**src/rtl/cosim_commit_pkg.sv**
```systemverilog
// cosim_commit_pkg: retirement record layout, FSM encoding and counter width shared by the commit collector.
package cosim_commit_pkg;

    localparam int DROP_CNT_W = 16;

    typedef struct packed {
        logic [63:0] pc;
        logic [31:0] insn;
        logic [4:0]  rd;
        logic        rd_we;
        logic [63:0] rd_wdata;
        logic        trap;
        logic [5:0]  cause;
    } commit_t;

    typedef enum logic [1:0] {
        IDLE  = 2'd0,
        RUN   = 2'd1,
        DRAIN = 2'd2,
        HANG  = 2'd3
    } state_e;

endpackage

```
**src/rtl/cosim_commit_fifo.sv**
```systemverilog
// cosim_commit_fifo: single-clock FIFO for one core's retirement records.
// Ports: clk_i/rst_ni clock and async active-low reset; push_i/data_i write side;
// pop_i/data_o read side (data_o shows the head); full_o/empty_o status.
// A push while full is accepted when a pop happens in the same cycle.
module cosim_commit_fifo #(
    parameter int  DEPTH = 8,
    parameter type T     = logic
) (
    input  logic clk_i,
    input  logic rst_ni,
    input  logic push_i,
    input  T     data_i,
    input  logic pop_i,
    output T     data_o,
    output logic full_o,
    output logic empty_o
);

    localparam int AW = $clog2(DEPTH);

    T               mem_q [DEPTH];
    logic [AW:0]    wptr_q, wptr_d, rptr_q, rptr_d;
    logic           do_push, do_pop;

    // Pointers carry one extra wrap bit so full and empty are distinguishable.
    assign empty_o = wptr_q == rptr_q;
    assign full_o  = (wptr_q[AW] != rptr_q[AW]) && (wptr_q[AW-1:0] == rptr_q[AW-1:0]);
    assign data_o  = mem_q[rptr_q[AW-1:0]];

    always_comb begin
        do_pop  = pop_i && !empty_o;
        do_push = push_i && (!full_o || do_pop);
        wptr_d  = wptr_q + (AW+1)'(do_push);
        rptr_d  = rptr_q + (AW+1)'(do_pop);
    end

    always_ff @(posedge clk_i or negedge rst_ni) begin
        if (!rst_ni) begin
            wptr_q <= '0;
            rptr_q <= '0;
        end else begin
            wptr_q <= wptr_d;
            rptr_q <= rptr_d;
        end
    end

    always_ff @(posedge clk_i) begin
        if (do_push) mem_q[wptr_q[AW-1:0]] <= data_i;
    end

endmodule

```
**src/rtl/cosim_commit_collector.sv**
```systemverilog
// cosim_commit_collector: buffers per-core retirement records and serialises them round-robin onto one stream.
// Ports: clk_i/rst_ni clock and async active-low reset; enable_i capture enable;
// commit_valid_i/commit_i per-core retirement strobes and records;
// out_valid_o/out_ready_i/out_core_o/out_commit_o registered output stream;
// overflow_o sticky per-core drop flags; drop_cnt_o saturating drop total;
// hang_o sticky watchdog expiry; state_o FSM state.
module cosim_commit_collector
    import cosim_commit_pkg::*;
#(
    parameter int  NUM_CORES   = 1,
    parameter int  FIFO_DEPTH  = 8,
    parameter int  WDOG_CYCLES = 100000,
    localparam int CW          = (NUM_CORES > 1) ? $clog2(NUM_CORES) : 1,
    localparam int WW          = $clog2(WDOG_CYCLES + 1)
) (
    input  logic                            clk_i,
    input  logic                            rst_ni,
    input  logic                            enable_i,
    input  logic [NUM_CORES-1:0]            commit_valid_i,
    input  commit_t [NUM_CORES-1:0]         commit_i,
    output logic                            out_valid_o,
    input  logic                            out_ready_i,
    output logic [CW-1:0]                   out_core_o,
    output commit_t                         out_commit_o,
    output logic [NUM_CORES-1:0]            overflow_o,
    output logic [DROP_CNT_W-1:0]           drop_cnt_o,
    output logic                            hang_o,
    output logic [1:0]                      state_o
);

    state_e                  state_q, state_d;
    logic                    out_valid_q, out_valid_d;
    logic [CW-1:0]           out_core_q, out_core_d;
    commit_t                 out_commit_q, out_commit_d;
    logic [CW-1:0]           last_q, last_d;
    logic [NUM_CORES-1:0]    overflow_q, overflow_d;
    logic [DROP_CNT_W-1:0]   drop_q, drop_d;
    logic                    hang_q, hang_d;
    logic [WW-1:0]           wdog_q, wdog_d;

    logic [NUM_CORES-1:0]    push, pop, drop, full_w, empty_w;
    commit_t                 fifo_data [NUM_CORES];
    logic [CW-1:0]           grant, hi_g, lo_g;
    logic                    any_ne, hi_ok, lo_ok;
    logic                    run, slot_free, any_push, expire, all_empty;
    logic [6:0]              n_drop;
    logic [DROP_CNT_W:0]     drop_sum;

    for (genvar c = 0; c < NUM_CORES; c++) begin : g_fifo
        cosim_commit_fifo #(
            .DEPTH (FIFO_DEPTH),
            .T     (commit_t)
        ) u_fifo (
            .clk_i   (clk_i),
            .rst_ni  (rst_ni),
            .push_i  (push[c]),
            .data_i  (commit_i[c]),
            .pop_i   (pop[c]),
            .data_o  (fifo_data[c]),
            .full_o  (full_w[c]),
            .empty_o (empty_w[c])
        );
    end

    // Round-robin: lowest non-empty core above the last grant wins, otherwise
    // wrap to the lowest non-empty core at or below it.
    always_comb begin
        hi_ok = 1'b0;
        lo_ok = 1'b0;
        hi_g  = '0;
        lo_g  = '0;
        for (int c = NUM_CORES - 1; c >= 0; c--) begin
            if (!empty_w[c]) begin
                if (CW'(c) > last_q) begin
                    hi_ok = 1'b1;
                    hi_g  = CW'(c);
                end else begin
                    lo_ok = 1'b1;
                    lo_g  = CW'(c);
                end
            end
        end
        any_ne = hi_ok || lo_ok;
        grant  = hi_ok ? hi_g : lo_g;
    end

    always_comb begin
        run       = state_q == RUN;
        slot_free = !out_valid_q || out_ready_i;
        any_push  = 1'b0;
        n_drop    = '0;
        for (int c = 0; c < NUM_CORES; c++) begin
            pop[c]   = slot_free && any_ne && (grant == CW'(c));
            push[c]  = run && commit_valid_i[c] && (!full_w[c] || pop[c]);
            drop[c]  = run && commit_valid_i[c] && !push[c];
            any_push = any_push || push[c];
            n_drop   = n_drop + 7'(drop[c]);
        end
        overflow_d   = overflow_q | drop;
        drop_sum     = (DROP_CNT_W+1)'(drop_q) + (DROP_CNT_W+1)'(n_drop);
        drop_d       = drop_sum[DROP_CNT_W] ? '1 : drop_sum[DROP_CNT_W-1:0];
        out_valid_d  = slot_free ? any_ne : out_valid_q;
        out_core_d   = (slot_free && any_ne) ? grant : out_core_q;
        out_commit_d = (slot_free && any_ne) ? fifo_data[grant] : out_commit_q;
        last_d       = (slot_free && any_ne) ? grant : last_q;
        wdog_d       = (!run || any_push) ? '0 : wdog_q + 1'b1;
        expire       = run && (wdog_d == WW'(WDOG_CYCLES));
        hang_d       = hang_q || expire;
        all_empty    = &empty_w;
        state_d      = expire                                           ? HANG
                     : (state_q == IDLE  && enable_i)                   ? RUN
                     : (state_q == RUN   && !enable_i)                  ? DRAIN
                     : (state_q == DRAIN && enable_i)                   ? RUN
                     : (state_q == DRAIN && all_empty && !out_valid_q)  ? IDLE
                     : state_q;
    end

    always_ff @(posedge clk_i or negedge rst_ni) begin
        if (!rst_ni) begin
            state_q      <= IDLE;
            out_valid_q  <= 1'b0;
            out_core_q   <= '0;
            out_commit_q <= '0;
            last_q       <= CW'(NUM_CORES - 1);
            overflow_q   <= '0;
            drop_q       <= '0;
            hang_q       <= 1'b0;
            wdog_q       <= '0;
        end else begin
            state_q      <= state_d;
            out_valid_q  <= out_valid_d;
            out_core_q   <= out_core_d;
            out_commit_q <= out_commit_d;
            last_q       <= last_d;
            overflow_q   <= overflow_d;
            drop_q       <= drop_d;
            hang_q       <= hang_d;
            wdog_q       <= wdog_d;
        end
    end

    assign out_valid_o  = out_valid_q;
    assign out_core_o   = out_core_q;
    assign out_commit_o = out_commit_q;
    assign overflow_o   = overflow_q;
    assign drop_cnt_o   = drop_q;
    assign hang_o       = hang_q;
    assign state_o      = state_q;

endmodule

```
**config.mk**
```make
export PLATFORM = sky130hd
export DESIGN_NAME = cosim_commit_collector
export DESIGN_NICKNAME = d
export VERILOG_FILES = /design/src/rtl/cosim_commit_pkg.sv /design/src/rtl/cosim_commit_fifo.sv /design/src/rtl/cosim_commit_collector.sv
export SDC_FILE = /design/constraint.sdc
export NUM_CORES = 1
export LEC_CHECK = 0
export CAP_MARGIN = 25
export CORE_ASPECT_RATIO = 1.5
export CORE_MARGIN = 8
export CORE_UTILIZATION = 42
export CTS_CLUSTER_DIAMETER = 100
export DETAILED_ROUTE_END_ITERATION = 10
export GPL_ROUTABILITY_DRIVEN = 0
export GPL_TIMING_DRIVEN = 1
export SLEW_MARGIN = 20
export SYNTH_ARGS = -nofsm -noshare
export SYNTH_HDL_FRONTEND = slang
export SYNTH_SLANG_ARGS = --single-unit
```
**constraint.sdc**
```tcl
create_clock -name clk_i -period 18.9 [get_ports clk_i]
set_input_delay 2.835 -clock clk_i [delete_from_list [all_inputs] [get_ports clk_i]]
set_output_delay 2.835 -clock clk_i [all_outputs]
set_load 0.05 [all_outputs]
```
==> results of run 1 <==
worst max-delay path: stages:
cell and delay, ns:
clkdlybuf4s50_1 0.56, nor2_1 0.10, a31oi_1 0.37, nand2b_1 0.31, nor2_4 0.56, buf_4 0.87, buf_4 0.85
placed cells by master (no fill, tap or decap), types with 7 or more instances in the layout:
cell | Yosys | final
edfxtp_1 | 1384 | 1384
nand2b_1 | 9 | 9
buf_12 | 0 | 9
mux4_2 | 346 | 346
bufinv_16 | 0 | 12
clkinv_1 | 0 | 24
o21ai_1 | 106 | 106
nor2_1 | 33 | 27
mux2i_1 | 174 | 174
nand2_1 | 194 | 194
clkdlybuf4s50_1 | 0 | 370
clkbuf_16 | 0 | 154
clkinv_2 | 0 | 17
o21ai_0 | 71 | 71
xor2_1 | 23 | 23
nand4_1 | 7 | 7
dfrtp_1 | 219 | 216
a31oi_1 | 7 | 7
xnor2_1 | 13 | 13
buf_4 | 18 | 34
nand3_1 | 17 | 17
ha_1 | 7 | 7
clkbuf_1 | 56 | 47
diode_2 | 0 | 15
cell families after synthesis:
group	after synthesis	synth area share (%)
DFF	1603	78.1
muxes	520	15.8
and+or+nand+nor	296	2.28
AOI/OAI and AO/OA	198	1.74
buffers and inverters	152	1.33
xor gates and xnor gates	36	0.524
adders and majority gates	7	0.145
other	1	0.00623
cells in the mapped netlist, types with 3 or more instances:
master / count
buf_1: 14
o21ai_0: 71
xor2_1: 23
o21ai_1: 106
nor2b_1: 3
xnor2_1: 13
buf_4: 18
a21oi_1: 5
nand3_1: 17
nand4_1: 7
mux4_2: 346
mux2i_1: 174
clkbuf_1: 56
and3_1: 5
dfrtp_1: 219
buf_2: 51
edfxtp_1: 1384
ha_1: 7
buf_6: 3
a31oi_1: 7
nor3_1: 6
nor2_1: 33
nand2_1: 194
nand2b_1: 9
inv_1: 5
power groups by stage:
| stage | sequential [uW] | combinational, uW | clock [uW] |
|---|---|---|---|
| 3_5_place_dp | 4330 | 3150 | 0 |
| 3_3_place_gp | 4360 | 3070 | 0 |
| 2_1_floorplan | 4870 | 1590 | 0 |
| 5_1_grt | 4280 | 3300 | 3210 |
| 6_report | 4260 | 3080 | 3000 |
| 4_1_cts | 4260 | 3150 | 3080 |
final cells by class:
cell class	count	area, sq um	share of cell area, %
Timing Repair Buffer	421	4330	6.09
Clock buffer	206	4100	5.76
Multi-Input combinational cell	1058	12400	17.5
Tap cell	1892	2370	3.33
Inverter	5	18.8	0.0264
Sequential cell	1603	47100	66.2
Clock inverter	72	798	1.12
Antenna cell	15	37.5	0.0528
through the flow:
stage | cells | setup WS [ns]
after floorplan | 2813 | 3.07
after global placement | 4969 | 11.69
after detailed placement | 4976 | 11.70
after CTS | 5254 | 12.54
after global routing | 5258 | 12.53
final | 5272 | 12.75
per-layer routing:
metal  share of wire [%]  track usage, %
met1                  41            21.9
met2                  50            29.0
met3                 6.5            4.94
met4                 2.2            4.87
met5                0.19               0
registers in the layout, indices dropped and copies added (netlist names):
name and cells:
g_fifo.u_fifo.mem_q 1384, g_fifo.u_fifo.wptr_q 4, g_fifo.u_fifo.rptr_q 4, wdog_q 17
out_valid_o 1, state_o 2, overflow_o 1, drop_cnt_o 16
hang_o 1, out_commit_o 173
worst max-delay path by stage:
stage | from | to | slack (ns) | cells past startpoint
CTS | out_ready_i | g_fifo[0].u_fifo.mem_q[4][87] | 12.54 | 7
finish | out_ready_i | g_fifo[0].u_fifo.mem_q[4][100] | 12.75 | 7
floorplan | out_ready_i | g_fifo[0].u_fifo.mem_q[0][0] | 3.07 | 4
detailed placement | out_ready_i | g_fifo[0].u_fifo.mem_q[4][87] | 11.70 | 7
global route | out_ready_i | g_fifo[0].u_fifo.mem_q[4][100] | 12.53 | 7
global placement | out_ready_i | g_fifo[0].u_fifo.mem_q[4][84] | 11.69 | 7
==> reports/metrics.csv, run 1 <==
metric,value,unit
hold_viol_final,0,
dpl_cell_area,66100,sq um
min_path_cells,1,
startpoint_type,input port,
outcome,"finished, final reports clean",
syn-num-nets,2998,
syn_area,60200,sq um
final_util,49.8,%
tightest_slew,1.08,ns
switchingPower,3300,uW
area_delta_synth_final,18.1,%
clkSinkCount,1603,
seqPwrFrac,41.2,%
antenna_found_initial,42,
clk_latency,0.79,ns
hp-class,register to register,
fin_crit_sh,32.5,%
ir_worst_vdd,108,uV
cts_max_path_buffers,3,
syn_area_per_cell,21.4,sq um
yosys.area.top_type_share,69.0,%
power_density,145,nW/um^2
ys_seq_area_share,78.1,%
p_int,7030,uW
drc_errors,0,
ctsRootBufferMaster,clkbuf_16,
cts_tree,done,
worstPathRequired,19.30,ns
die-area,156000,sq um
clk_pin_slew_worst_paths,0.06,ns
grt_pass1_wl,201,mm
p_clk_share,29.0,%
sw_frac_of_total,32.0,%
yosys_register_bits,1603,
hpwl,77.2,mm
io_pins,373,
hold_buffers,0,
r2r_cells,7,
path_class,input port to register,
synth_edf_count,1384,
r2r-start,g_fifo[0].u_fifo.rptr_q[1],
synthTopCellsByArea,"edfxtp_1 (69%), mux4_2 (13%), dfrtp_1 (9.1%)",
numCtsBuffers,152,
port_buffers,371,
fin_crit,6.15,ns
max_freq,163,MHz
layout-drive-gt1-share,18.8,%
drt_pass1_iterations,7,
cts_setup_buffers,0,
crit_fanout,50,
grt-ovfl-total,0,
setup_violations,0,
worst_setup_path_end_kind,register,
via_per_inst,5.34,
p_leak,0.0236,uW
fin_nets,3426,
power,10300,uW
grt_max_degree,171,
combPwrFrac,29.8,%
wirelength,136,mm
synth_top_area_cell,edfxtp_1,
globalRouteTotalUtil,17.2,%
slew_headroom,28.1,%
arrival,6.54,ns
ant_nets,0,
min_to,hang_o,
synthFlopType,edfxtp_1,
cts_resized,0,
maxCapViolations,0,
synth_warnings,0,
finalMaxSlewViolations,0,
reg2reg_slack,14.01,ns
fillers,11400,
postSynthCellCount,2813,
via_count,28100,
hold_slack,0.467,ns
synth_cell_type_count,56,
drt_first_iter_violations,1943,
grt_pass1_vias,30500,
rsz0062_at_grt,false,
fin_skew,0.0369,ns
start_util,42.2,%
die_y,480,um
stdcell_area,71100,sq um
htreeDepth,4,
num_rows,170,
hp-start,hang_o,
synthArstFlopShare,13.7,%
core,143000,sq um
tns,0,ns
wl_per_cell,25.7,um
timing.rr.end,g_fifo[0].u_fifo.mem_q[4][100],
die_w,325,um
No activity file was read; power rests on OpenSTA's default activity.
==> run 2: changes to the inputs <==
==> constraint.sdc (replaced) <==
create_clock -name clk_i -period 5.6 [get_ports clk_i]
set_input_delay 0.84 -clock clk_i [delete_from_list [all_inputs] [get_ports clk_i]]
set_output_delay 0.84 -clock clk_i [all_outputs]
set_load 0.05 [all_outputs]
==> reports/metrics.csv, run 2 (synthesized netlist as in run 1, its figures left out) <==
metric,value,unit,change
rsz0062_at_grt,false,,
clkSinkCount,1603,,unchanged
fin_crit,4.12,ns,
reg2reg_slack,1.48,ns,-12.53 ns
drt_pass1_iterations,5,,-2
tightest_slew,1.02,ns,-0.0537 ns
ant_nets,0,,unchanged
wirelength,137,mm,+1.3%
outcome,"finished, final reports clean",,
fin_skew,0.0183,ns,-0.0186 ns
layout-drive-gt1-share,20.0,%,+1.2 points
htreeDepth,4,,unchanged
clk_latency,0.77,ns,-0.02 ns
worst_setup_path_end_kind,register,,
via_per_inst,5.38,,+0.80%
finalMaxSlewViolations,0,,unchanged
setup_violations,0,,unchanged
met2WireLength,69.0,mm,+2.5%
die-area,156000,sq um,unchanged
timing.rr.end,drop_cnt_o[5],,
largest_register_ffs,1384,,unchanged
antenna_found_initial,39,,-7.1%
clk_pin_slew_worst_paths,0.06,ns,about the same
tns,0,ns,unchanged
numCtsBuffers,152,,unchanged
grt-ovfl-total,0,,unchanged
via_count,28500,,+1.4%
start_util,42.2,%,unchanged
grt_pass1_wl,205,mm,+1.8%
grt_pass1_vias,31000,,+1.4%
area_delta_synth_final,19.0,%,
arrival,4.79,ns,-1.75 ns
critical-path-slowest-cell,dfrtp_4,,
hp-class,input port to asynchronous set/reset pin,,
placedCellCount,5001,,+0.50%
final_cells,5303,,+0.59%
drt_first_iter_violations,1873,,-3.6%
cts_tree,done,,
r2r_cells,11,,+4
die_y,480,um,unchanged
mostFrequentLayoutCells,"edfxtp_1 (1384), clkdlybuf4s50_1 (370), mux4_2 (346)",,
cts_resized,0,,unchanged
fillers,11400,,+0.061%
power,34800,uW,+240%
slowest_delay,0.92,ns,+0.05 ns
final_util,50.2,%,+0.35 points
grt_max_degree,151,,-12%
r2r-start,g_fifo[0].u_fifo.rptr_q[1],,
ir_worst_vdd,475,uV,+340%
startpoint_type,register,,
hold_viol_final,0,,unchanged
p_leak,0.0238,uW,+0.93%
hold_slack,0.0359,ns,-0.431 ns
hpwl,77.0,mm,-0.32%
top_layer,met5,,
cts_max_path_buffers,3,,unchanged
drc_errors,0,,unchanged
core,143000,sq um,unchanged
globalRouteTotalUtil,17.6,%,+0.33 points
crit_path_cell_trace,"xor2_2, nor3_2, nand3_1, nor2_1, ha_1, ha_1, and3_1, nand3_1, nor3_1, nand4_1, o21ai_0",,
cts_setup_buffers,0,,unchanged
fin_nets,3450,,+0.70%
max_freq,243,MHz,
worstPathRequired,6.27,ns,-13.03 ns
hold_buffers,0,,unchanged
wl_met3,10.3,mm,+16%
port_buffers,371,,unchanged
crit_buf_inv,0,,-3
die_w,325,um,unchanged
ctsRootBufferMaster,clkbuf_16,,
power_density,486,nW/um^2,+230%
crit_fanout,48,,-4.0%
slew_headroom,31.7,%,+3.6 points
path_class,register to register,,
final_common_cell,edfxtp_1,,
num_rows,170,,unchanged
met1_length,54.8,mm,-2.1%
maxCapViolations,0,,unchanged
cp_top_family,simple AND/OR/NAND/NOR gates,,
wl_per_cell,25.9,um,+0.67%
fin_crit_sh,73.6,%,
cp.depth,11,,+4
io_pins,373,,unchanged
==> run 2: changes by cell type in the layout (fill, tap and decap cells not counted), sizes merged <==
cell / delta
inv: -3
diode: +3
clkinv: +4
clkinvlp: +3
buf: +24
==> run 2: worst max path at each step <==
stage / endpoint / slack, ns / start
finish: drop_cnt_o[5] / 1.48 / g_fifo[0].u_fifo.rptr_q[1]
global route: drop_cnt_o[5] / 1.14 / g_fifo[0].u_fifo.rptr_q[1]
CTS: drop_cnt_o[5] / 1.45 / g_fifo[0].u_fifo.rptr_q[1]
detailed placement: drop_cnt_o[5] / 1.50 / g_fifo[0].u_fifo.rptr_q[1]
global placement: drop_cnt_o[8] / 1.56 / g_fifo[0].u_fifo.rptr_q[1]
floorplan: g_fifo[0].u_fifo.mem_q[4][0] / -0.63 / commit_valid_i
==> run 2: cell type report <==
class	count	area (sq um)	share of cell area, %
inverters	5	18.8	0.0262
multi-input cells	1058	12500	17.4
diodes	18	45.0	0.0629
flip-flops and latches	1603	47100	65.7
repair buffers	445	4690	6.55
clock inverters	76	744	1.04
clock buffers	206	4230	5.91
well taps	1892	2370	3.31
==> run 2: worst register-to-register path, delay by kind of cell (launching register included) <==
kind | cells | cell delay (ns)
flops | 1 | 0.92
compound gates | 1 | 0.25
xor+xnor | 1 | 0.21
simple gates | 7 | 2.23
fa+ha+maj | 2 | 0.43
==> run 2: routing by layer <==
metal | track usage (%) | vias up
met5 | 0 | -
met4 | 5.01 | 30
met3 | 5.38 | 211
met2 | 29.9 | 773
met1 | 21.7 | 15200
li1 | - | 12400
==> run 2: power by group <==
part / switching [uW] / total, uW / leakage (uW) / internal [uW]
clock network: 4340 / 10200 / 0.00242 / 5880
logic: 5960 / 10300 / 0.00623 / 4330
registers: 657 / 14300 / 0.0151 / 13700
total: 11000 / 34800 / 0.0238 / 23900
==> run 2: stage by stage <==
| stage | cell area [sq um] | setup WS (ns) |
|---|---|---|
| floorplan | 60300 | -0.627 |
| global placement | 66500 | 1.56 |
| detailed placement | 66500 | 1.50 |
| CTS | 71500 | 1.45 |
| global route | 71600 | 1.14 |
| finish | 71600 | 1.48 |
==> run 3: changes to the inputs <==
==> constraint.sdc (replaced) <==
create_clock -name clk_i -period 4 [get_ports clk_i]
set_input_delay 0.6 -clock clk_i [delete_from_list [all_inputs] [get_ports clk_i]]
set_output_delay 0.6 -clock clk_i [all_outputs]
set_load 0.05 [all_outputs]
==> reports/metrics.csv, run 3 (synthesized netlist as in run 1, its figures left out) <==
metric,value,unit,change
cts_resized,0,,unchanged
start_util,42.2,%,unchanged
via_per_inst,5.38,,about the same
drt_first_iter_violations,1999,,+6.7%
slew_headroom,26.3,%,-5.3 points
hold_viol_final,0,,unchanged
wl_per_cell,25.6,um,-0.97%
tns,0,ns,unchanged
crit_path_cell_trace,"xor2_4, nor3_4, nand3_1, nor2_1, ha_1, ha_1, and3_1, nand3_1, nor3_1, buf_4, nand4_1, o21ai_0",,
worstPathRequired,4.69,ns,-1.58 ns
slowest_delay,0.63,ns,-0.29 ns
critical-path-slowest-cell,dfrtp_1,,
wirelength,136,mm,-1.1%
hold_slack,0.470,ns,+0.434 ns
numCtsBuffers,149,,-2.0%
tightest_slew,1.10,ns,+0.0801 ns
power_density,691,nW/um^2,+42%
drc_errors,0,,unchanged
r2r-start,g_fifo[0].u_fifo.wptr_q[2],,
timing.rr.end,drop_cnt_o[8],,
via_count,28500,,-0.084%
path_class,register to register,,
fin_crit_sh,88.3,%,+15 points
arrival,4.22,ns,-0.57 ns
fin_crit,3.53,ns,-0.592 ns
setup_violations,0,,unchanged
clkSinkCount,1603,,unchanged
startpoint_type,register,,
hp-class,input port to asynchronous set/reset pin,,
layout-drive-gt1-share,20.6,%,+0.58 points
io_pins,373,,unchanged
hpwl,75.7,mm,-1.7%
ctsRootBufferMaster,clkbuf_16,,
clk_pin_slew_worst_paths,0.06,ns,about the same
grt_pass1_vias,30800,,-0.52%
grt_pass1_wl,203,mm,-0.96%
finalMaxSlewViolations,0,,unchanged
final_common_cell,edfxtp_1,,
core,143000,sq um,unchanged
r2r_cells,12,,+1
ant_nets,0,,unchanged
mostFrequentLayoutCells,"edfxtp_1 (1384), clkdlybuf4s50_1 (370), mux4_2 (346)",,
cts_tree,done,,
crit_fanout,13,,-73%
ir_worst_vdd,1030,uV,+120%
globalRouteTotalUtil,17.4,%,-0.19 points
worst_setup_path_end_kind,register,,
reg2reg_slack,0.47,ns,-1.01 ns
antenna_found_initial,32,,-18%
p_leak,0.0240,uW,+1.0%
outcome,"finished, final reports clean",,
cts_max_path_buffers,3,,unchanged
drt_pass1_iterations,5,,unchanged
rsz0062_at_grt,false,,
maxCapViolations,0,,unchanged
area_delta_synth_final,19.9,%,
fin_nets,3444,,-0.17%
fin_skew,0.0227,ns,+0.00446 ns
die_y,480,um,unchanged
die-area,156000,sq um,unchanged
max_freq,283,MHz,+17%
grt_max_degree,143,,-5.3%
clk_latency,0.79,ns,+0.02 ns
port_buffers,371,,unchanged
die_w,325,um,unchanged
num_rows,170,,unchanged
htreeDepth,4,,unchanged
grt-ovfl-total,0,,unchanged
largest_register_ffs,1384,,unchanged
## run 3: cell types whose count changed in the layout (fill, tap and decap cells not counted), sizes merged
cell and delta:
clkinv -21, bufinv +13, inv +6, buf -4, clkinvlp -3, dlygate4sd3 +1
## run 3: what timing repair did
item	4_1_cts	5_1_grt
hold buffers	1	0
endpoints found under the hold margin	90	0
setup buffers	0	0
## run 3: through the flow
| stage | util (%) | instance area (sq um) | total power [uW] | instances | worst slack, ns |
|---|---|---|---|---|---|
| 6_report | 50.6 | 72200 | 49900 | 5295 | 0.469 |
| 5_1_grt | 50.5 | 72100 | 52000 | 5278 | 0.176 |
| 4_1_cts | 50.5 | 72100 | 50600 | 5277 | 0.449 |
| 3_5_place_dp | 46.8 | 66800 | 35300 | 4999 | 0.176 |
| 3_3_place_gp | 46.8 | 66800 | 35000 | 4999 | 0.244 |
| 2_1_floorplan | - | 60400 | 30700 | 2813 | -1.78 |
## run 3: critical path, delay by kind of cell, from the launching register on
kind	cells	cell delay, ns
adder cells (fa/ha/maj)	2	0.47
XOR/XNOR	1	0.16
AND/OR/NAND/NOR	7	1.77
flip-flops	1	0.63
buffers and inverters	1	0.17
AO/OA/AOI/OAI	1	0.25
## run 3: power breakdown
part | total, uW | switching, uW | internal [uW]
registers | 19900 | 778 | 19100
clock network | 15200 | 6090 | 9150
logic | 14700 | 8540 | 6170
## run 3: cell type report
cell class	instances	area (sq um)
inverter	5	18.8
multi-input combinational	1058	12500
clock inverter	71	1060
clock buffer	206	4290
tap	1892	2370
timing repair buffer	442	4800
antenna	18	45.0
fill	11300	70600
sequential	1603	47100
## run 3: metal layers
| layer | vias up | global-route usage, % | wire length (um) |
|---|---|---|---|
| met5 | - | 0 | 155 |
| met4 | 26 | 4.69 | 2610 |
| met3 | 203 | 5.18 | 9930 |
| met2 | 767 | 28.8 | 66800 |
| met1 | 15200 | 22.4 | 56200 |
| li1 | 12300 | - | - |
## run 3: worst max-delay path by stage
stage | from | endpoint | depth (start not counted) | slack [ns]
after floorplan | g_fifo[0].u_fifo.rptr_q[2] | g_fifo[0].u_fifo.mem_q[1][0] | 6 | -1.78
after global placement | out_ready_i | drop_cnt_o[10] | 12 | 0.24
after detailed placement | out_ready_i | drop_cnt_o[8] | 12 | 0.18
after CTS | g_fifo[0].u_fifo.wptr_q[2] | drop_cnt_o[8] | 12 | 0.45
after global routing | g_fifo[0].u_fifo.wptr_q[2] | drop_cnt_o[8] | 12 | 0.18
final | g_fifo[0].u_fifo.wptr_q[2] | drop_cnt_o[8] | 12 | 0.47
